<file path="src/rtl/branch_predictor_btb.sv">
// Direct-mapped BTB next-PC predictor with 2-bit counters.
// Define BTB_GSHARE_EN for a GHR-indexed pattern history table.
module branch_predictor_btb #(
  parameter int XLEN      = 32,
  parameter int ENTRIES   = 32,
  parameter int HIST_BITS = 5
) (
  input  logic                 clk,
  input  logic                 reset,
  input  logic [XLEN-1:0]      pc,
  output logic                 pred_taken,
  output logic [XLEN-1:0]      next_pc,
  output logic [HIST_BITS-1:0] pred_ghr,
  input  logic                 update_valid,
  input  logic [XLEN-1:0]      update_pc,
  input  logic                 update_is_branch,
  input  logic                 update_taken,
  input  logic [XLEN-1:0]      update_target,
  input  logic [HIST_BITS-1:0] update_ghr
);

  localparam int IDX  = $clog2(ENTRIES);
  localparam int TAGW = XLEN - IDX - 2;

  logic            valid_q [ENTRIES];
  logic [TAGW-1:0] tag_q   [ENTRIES];
  logic [XLEN-1:0] tgt_q   [ENTRIES];
  logic            jmp_q   [ENTRIES];

  function automatic logic [1:0] sat_upd(
    input logic [1:0] c,
    input logic       t
  );
    logic [1:0] r;
    if (t) r = (c == 2'b11) ? c : c + 2'd1;
    else   r = (c == 2'b00) ? c : c - 2'd1;
    return r;
  endfunction

  logic [IDX-1:0]  l_idx;
  logic [TAGW-1:0] l_tag;
  logic            l_hit;
  logic [1:0]      l_ctr;

  logic [IDX-1:0]  u_idx;
  logic [TAGW-1:0] u_tag;
  logic            u_hit;
  logic            ent_we;
  logic            jmp_d;

  assign l_idx = pc[IDX+1:2];
  assign l_tag = pc[XLEN-1:IDX+2];
  assign l_hit = valid_q[l_idx] && (tag_q[l_idx] == l_tag);

  assign u_idx = update_pc[IDX+1:2];
  assign u_tag = update_pc[XLEN-1:IDX+2];
  assign u_hit = valid_q[u_idx] && (tag_q[u_idx] == u_tag);

  // Jumps always (re)allocate; branches only write the entry when taken.
  assign ent_we = update_valid && (!update_is_branch || update_taken);
  assign jmp_d  = update_is_branch ? (u_hit && jmp_q[u_idx]) : 1'b1;

  assign pred_taken = l_hit && (jmp_q[l_idx] || l_ctr[1]);
  assign next_pc    = pred_taken ? tgt_q[l_idx] : pc + XLEN'(4);

  always_ff @(posedge clk) begin
    if (reset) begin
      for (int i = 0; i < ENTRIES; i++) begin
        valid_q[i] <= 1'b0;
        jmp_q[i]   <= 1'b0;
        tag_q[i]   <= '0;
        tgt_q[i]   <= '0;
      end
    end else if (ent_we) begin
      valid_q[u_idx] <= 1'b1;
      tag_q[u_idx]   <= u_tag;
      tgt_q[u_idx]   <= update_target;
      jmp_q[u_idx]   <= jmp_d;
    end
  end

`ifdef BTB_GSHARE_EN

  logic [1:0]           pht_q [ENTRIES];
  logic [HIST_BITS-1:0] ghr_q;
  logic [HIST_BITS-1:0] ghr_d;
  logic [HIST_BITS:0]   ghr_sh;
  logic [IDX-1:0]       p_idx;
  logic [1:0]           pht_d;
  logic                 pht_we;
  logic                 unused_bits;

  assign l_ctr    = pht_q[l_idx ^ IDX'(ghr_q)];
  assign pred_ghr = ghr_q;

  assign pht_we = update_valid && update_is_branch;
  assign p_idx  = u_idx ^ IDX'(update_ghr);
  assign pht_d  = sat_upd(pht_q[p_idx], update_taken);
  assign ghr_sh = {ghr_q, update_taken};
  assign ghr_d  = ghr_sh[HIST_BITS-1:0];

  assign unused_bits = ^{pc[1:0], update_pc[1:0]};

  always_ff @(posedge clk) begin
    if (reset) begin
      ghr_q <= '0;
      for (int i = 0; i < ENTRIES; i++) begin
        pht_q[i] <= 2'b01;
      end
    end else if (pht_we) begin
      ghr_q        <= ghr_d;
      pht_q[p_idx] <= pht_d;
    end
  end

`else

  logic [1:0] ctr_q [ENTRIES];
  logic [1:0] ctr_d;
  logic       ctr_we;
  logic       unused_bits;

  assign l_ctr    = ctr_q[l_idx];
  assign pred_ghr = '0;

  // Miss-and-taken allocation starts at weak taken.
  assign ctr_we = update_valid && update_is_branch
               && (u_hit || update_taken);
  assign ctr_d  = u_hit ? sat_upd(ctr_q[u_idx], update_taken)
                        : 2'b10;

  assign unused_bits = ^{pc[1:0], update_pc[1:0], update_ghr};

  always_ff @(posedge clk) begin
    if (reset) begin
      for (int i = 0; i < ENTRIES; i++) begin
        ctr_q[i] <= 2'b01;
      end
    end else if (ctr_we) begin
      ctr_q[u_idx] <= ctr_d;
    end
  end

`endif

endmodule

</file>
<file path="config.mk">
export PLATFORM = sky130hd
export DESIGN_NAME = branch_predictor_btb
export DESIGN_NICKNAME = d
export VERILOG_FILES = /design/src/rtl/branch_predictor_btb.sv
export SDC_FILE = /design/constraint.sdc
export NUM_CORES = 2
export LEC_CHECK = 0
export BUFFER_PORTS_ARGS = -buffer_cell sky130_fd_sc_hd__buf_2
export CAP_MARGIN = 15
export CORE_MARGIN = 2
export CORE_UTILIZATION = 35
export DETAILED_ROUTE_END_ITERATION = 6
export PLACE_DENSITY = 0.49
export SYNTH_ARGS = -nofsm -noshare
export SYNTH_HDL_FRONTEND = slang
export SYNTH_SLANG_ARGS = --single-unit
</file>
<file path="constraint.sdc">
create_clock -name clk -period 7.3 [get_ports clk]
set_clock_uncertainty 0.05 [all_clocks]
set_input_delay 1.46 -clock clk [delete_from_list [all_inputs] [get_ports clk]]
set_output_delay 1.46 -clock clk [all_outputs]
set_load 0.02 [all_outputs]
</file>
* After elaboration in Yosys (flattened, before gate mapping) *
Memories as Yosys holds them, arrays and structs flattened.
Cells that the tools add are included.
Widths: inputs -> output; s select.

cells by class
  reduce and logical (&&, ||, !) cells = 17
  muxes and demuxes = 29
  eq/ne operators = 3
  add/sub/neg operators = 3

operator list
  cell                   count
  $mux 32                2
  $eq 25x25->1           2
  $add 32x3->32 const B  1
  $reduce_or 32->1       1
  $mux 25                1
  $mux 5                 5
  $reduce_or 25->1       1
  $mux 1                 16
  $mux 2                 5
  $logic_and 1x1->1      7
  $logic_or 1x1->1       3
  $add 2x1->2 const B    1
  $eq 2x2->1 const B     1
  $logic_not 2->1        1
  $reduce_or 1->1        2
  $reduce_or 2->1        1
  $sub 2x1->2 const B    1
  $logic_not 1->1        1

word-level totals
  bits of input ports = 106
  register bits after elaboration = 0
  word-level logic and storage cells = 57
  bits in writable memories = 1952
  memories kept = 5

memories
  name     words  width  read ports  clocked after Yosys merged registers in  wr ports  line  RTL
  tgt_q    32     32     1           0                                        32        27    logic [XLEN-1:0] tgt_q [ENTRIES];
  tag_q    32     25     2           0                                        32        26    logic [TAGW-1:0] tag_q [ENTRIES];
  ctr_q    32     2      2           0                                        32        118   logic [1:0] ctr_q [ENTRIES];
  jmp_q    32     1      2           0                                        32        28    logic jmp_q [ENTRIES];
  valid_q  32     1      2           0                                        32        25    logic valid_q [ENTRIES];

* Logic depth before layout (Yosys ltp) *
An unclocked memory read counts as a cell.

  depth after elaboration = 10
  mapped depth = 16
  gate-level depth less buffers = 10

* Worst setup path after synthesis *
No wires, ideal clock.

  path kind = in2out
  start = input pc[2]
  end = output next_pc[10]
  path buffers = 8
  arrival = 4.751 ns
  data required time = 5.790 ns
  path slack = 1.039 ns
  cell stages on the path = 12
  path through = buf_2 -> buf_4 -> buf_4 -> buf_4 -> buf_2 -> buf_2 -> buf_2 -> buf_1 -> mux4_2 -> mux4_2 -> a211oi_1 -> a21oi_1

on the way
  cells in the longest elaborated chain, start to end = 5

ends and longest elaborated chain
  element             line  RTL
  start: declaration  10    input logic [XLEN-1:0] pc,
  $mem_v2 32x25       --
  $eq 25x25->1        53    assign l_hit = valid_q[l_idx] && (tag_q[l_idx] == l_tag);
  $logic_and 1x1->1   53
  $logic_and 1x1->1   63    assign pred_taken = l_hit && (jmp_q[l_idx] || l_ctr[1]);
  $mux 32 *           64    assign next_pc = pred_taken ? tgt_q[l_idx] : pc + XLEN'(4);
  end: declaration    12    output logic [XLEN-1:0] next_pc,

Every way passes the cells marked *; elsewhere a longest branch is shown, timed or not.

* Worst setup path after layout *
  start = input pc[2]
  end = output next_pc[14]

Same word-level chain as after synthesis.

==> key figures <==
Run status
  – Status: complete, but fails checks
  – Failing checks: setup timing

Die
  – IO Count: 144
  – Chip height: 530 um
  – Row Count: 193
  – Full die area: 281,000 um2
  – Starting Density: 0.351
  – Core area: 276,000 um2
  – Die X: 530 um

Place
  – Port Buffers: 131
  – Gpl congestion: 0.874
  – Hpwl dp: 223 mm
  – Post-place setup slack: -0.329 ns

Pwr
  – Int Pwr: 0.0198 W
  – PwrDens: 244 nW/um2
  – Combinational power share: 0.110
  – Switching share of power: 0.258
  – Switching power: 0.00689 W
  – P_leak: 43.7 nW
  – Clock share of power: 0.399
  – Part of the power in registers: 0.491
  – VDD IR-drop max: 184 uV

Yosys
  – Synth Area in Compound Gates: 0.0373
  – Largest family of logic cells by synthesized area: multiplexers
  – Cell variety after synth: 70
  – Most frequent cells after synthesis: edfxtp_1, and3_1, clkbuf_1
  – Mux cell area share after synthesis: 0.171
  – Fraction of post-synthesis cell area in the top cell type by area: 0.595
  – Post-Synthesis Cells: 6,876
  – Register bit total from synthesis: 1,952
  – Synth area leader: edfxtp_1
  – Avg Cell Area, Syn: 14.1 um2
  – Most common cell in the netlist: edfxtp_1
  – Synth warn: 0
  – Share of flip-flops with an asynchronous set or reset: 0
  – Synth Flop Type: edfxtp_1
  – Number of synthesized flops with an enable pin: 1,920
  – Synthesized cell area: 96,800 um2
  – XOR/XNOR Fraction of Synth Area: 0.00497
  – Register area share after synthesis: 0.602
  – Post-synthesis simple-gate area fraction: 0.147
  – Most area-consuming cells after synthesis: edfxtp_1, mux4_2, and3_1, mux2i_1, clkbuf_1
  – Post-Synth Adder-Cell Area: 0.000129

Global routing
  – Number of global-route vias before repair: 64,900
  – GRT overflow: 0
  – GRT Total Usage: 0.272
  – First-pass GRT wire length: 535 mm
  – Largest net degree at the start of global routing: 189
  – Initial antenna violation count: 48

Detailed routing
  – Number of iterations in the first detailed-routing pass: 5
  – Wire per inst: 36.8 um
  – Drt total wl: 390 mm
  – Final routed DRC violation total: 0
  – Starting DRT DRC Count: 8,348
  – DR vias/cell: 6.22
  – Post-DRT Antenna Nets: 0
  – DR vias: 65,909

Worst setup path
  – Worst EP required: 5.79 ns
  – Critical Path Start Type: input port
  – Crit-path max FO: 27
  – WS Path Type: in -> out
  – Crit path capture type: output pin
  – Worst r2r path cells: 12
  – Worst path arrival time: 5.84 ns

Final layout
  – Fin util: 0.397
  – Share of layout cells above drive strength 1: 0.197
  – Fin nets: 6,796
  – Layout overhead on the synthesized area: 13.0%

Clock network
  – Clk_lat worst skew: 0.90 ns
  – Setup bufs post-CTS: 0
  – Htree depth: 4
  – Clk root buf: clkbuf_16
  – Reg clk slew, reported paths: 0.07 ns
  – CTS tree: built
  – Sinks on Clock Net: 1,952
  – Max Buffers Root-to-Sink: 4
  – CTS buffer count: 218

STA
  – Actual slew at the worst max-slew pin: 1.22 ns
  – Shortest period the worst path allows: 7.35 ns
  – Setup ws final: -0.0461 ns
  – RSZ-0062 raised after global routing: false
  – Max Fclk: 136 MHz
  – Rel. slew slack: 0.187
  – Max-slew violation count: 0
  – Setup-failing EPs final: 3
  – Tcrit/Tclk final: 1.01
  – Hold Vio Cnt, Final: 0
  – Final setup TNS: -0.0749 ns

Hold path
  – Cell depth of the worst hold path: 2
  – Worst hold path class: reg -> reg

Run
  – Max_cap viols: 0
==> kinds of logic (layout without fill, tap and decap cells) <==
group                      count (synthesis)  in the layout
DFF                                     1952           1952
and+or+nand+nor                         2366           2366
other                                      1             32
adders and majority gates                  1              1
buffers and inverters                    921            900
AOI/OAI and AO/OA                        551            551
xor gates and xnor gates                  55             55
muxes                                   1029           1029
==> through the flow <==
step,cells,instance area (um2),hold WS (ns),power [W]
after global placement,10173,103000,0.420,0.0162
after detailed placement,10174,103000,0.420,0.0162
after floorplan,6880,96900,0.402,0.0148
final,10591,109000,0.433,0.0267
after CTS,10564,109000,0.434,0.0268
after global routing,10575,109000,0.455,0.0273
==> cells in the final DEF (no fill, tap or decap), drive strengths merged, types with 32 or more instances in the layout <==
cell and count:
dfxtp 32, nand2b 44, o22ai 215, clkinv 80, mux2i 515, and2 33
and3 1781, edfxtp 1920, nor3 53, nand2 99, buf 471, a21o 34
a211oi 35, nor4 59, clkbuf 288, inv 39, mux4 501, a22oi 47
nor2 142, nand3 71, xnor2 35, o21ai 66, a21oi 74
==> critical path: stages <==
cell,delay [ns]
buf_12,0.15
buf_4,0.26
nor2_1,0.82
a22oi_1,0.25
a22oi_2,0.43
buf_4,0.19
xnor2_1,0.15
nand4_1,0.17
nor3_1,0.23
nand4_1,0.37
buf_12,0.33
a211oi_1,0.49
a21oi_1,0.21
buf_2,0.22
==> flip-flops by register name, summed over array words and instances, names as in the netlist <==
name     cells
tgt_q     1024
tag_q      800
ctr_q       64
jmp_q       32
valid_q     32
==> cell type report <==
class / instances / area, um2
Fill cell: 25568 / 166000
Sequential cell: 1952 / 58300
Multi-Input combinational cell: 4007 / 35300
Clock buffer: 288 / 5840
Tap cell: 3705 / 4640
Timing Repair Buffer: 471 / 4350
Clock inverter: 102 / 796
Inverter: 39 / 149
Antenna cell: 27 / 67.6
==> path summary, 6_finish.rpt <==
path,start,end,slack (ns)
max,pc[2],next_pc[14],-0.05
max reg2reg,tag_q[23][23],ctr_q[0][1],2.91
min,valid_q[27],valid_q[27],0.43
min reg2reg,valid_q[27],valid_q[27],0.43
==> power groups by stage <==
stage	logic (W)	clock network (W)	registers (W)
2_1_floorplan	0.00158	0	0.0133
3_3_place_gp	0.00289	0	0.0133
3_5_place_dp	0.00289	0	0.0133
4_1_cts	0.00290	0.0108	0.0131
5_1_grt	0.00300	0.0112	0.0132
6_report	0.00293	0.0107	0.0131
==> what timing repair did <==
| action | in CTS | in global routing |
|---|---|---|
| pin swaps | 0 | 0 |
| endpoints found under the setup margin | 9 | 6 |
| hold buffers | 0 | 0 |
| gates resized for setup | 3 | 3 |
| cloned | 0 | 0 |
==> layer usage <==
metal	global-route usage	part of all wire
met1	0.373	0.41
met2	0.429	0.46
met3	0.0450	0.083
met4	0.107	0.046
met5	0	0.00030
Power figures use the tool's default switching activity.
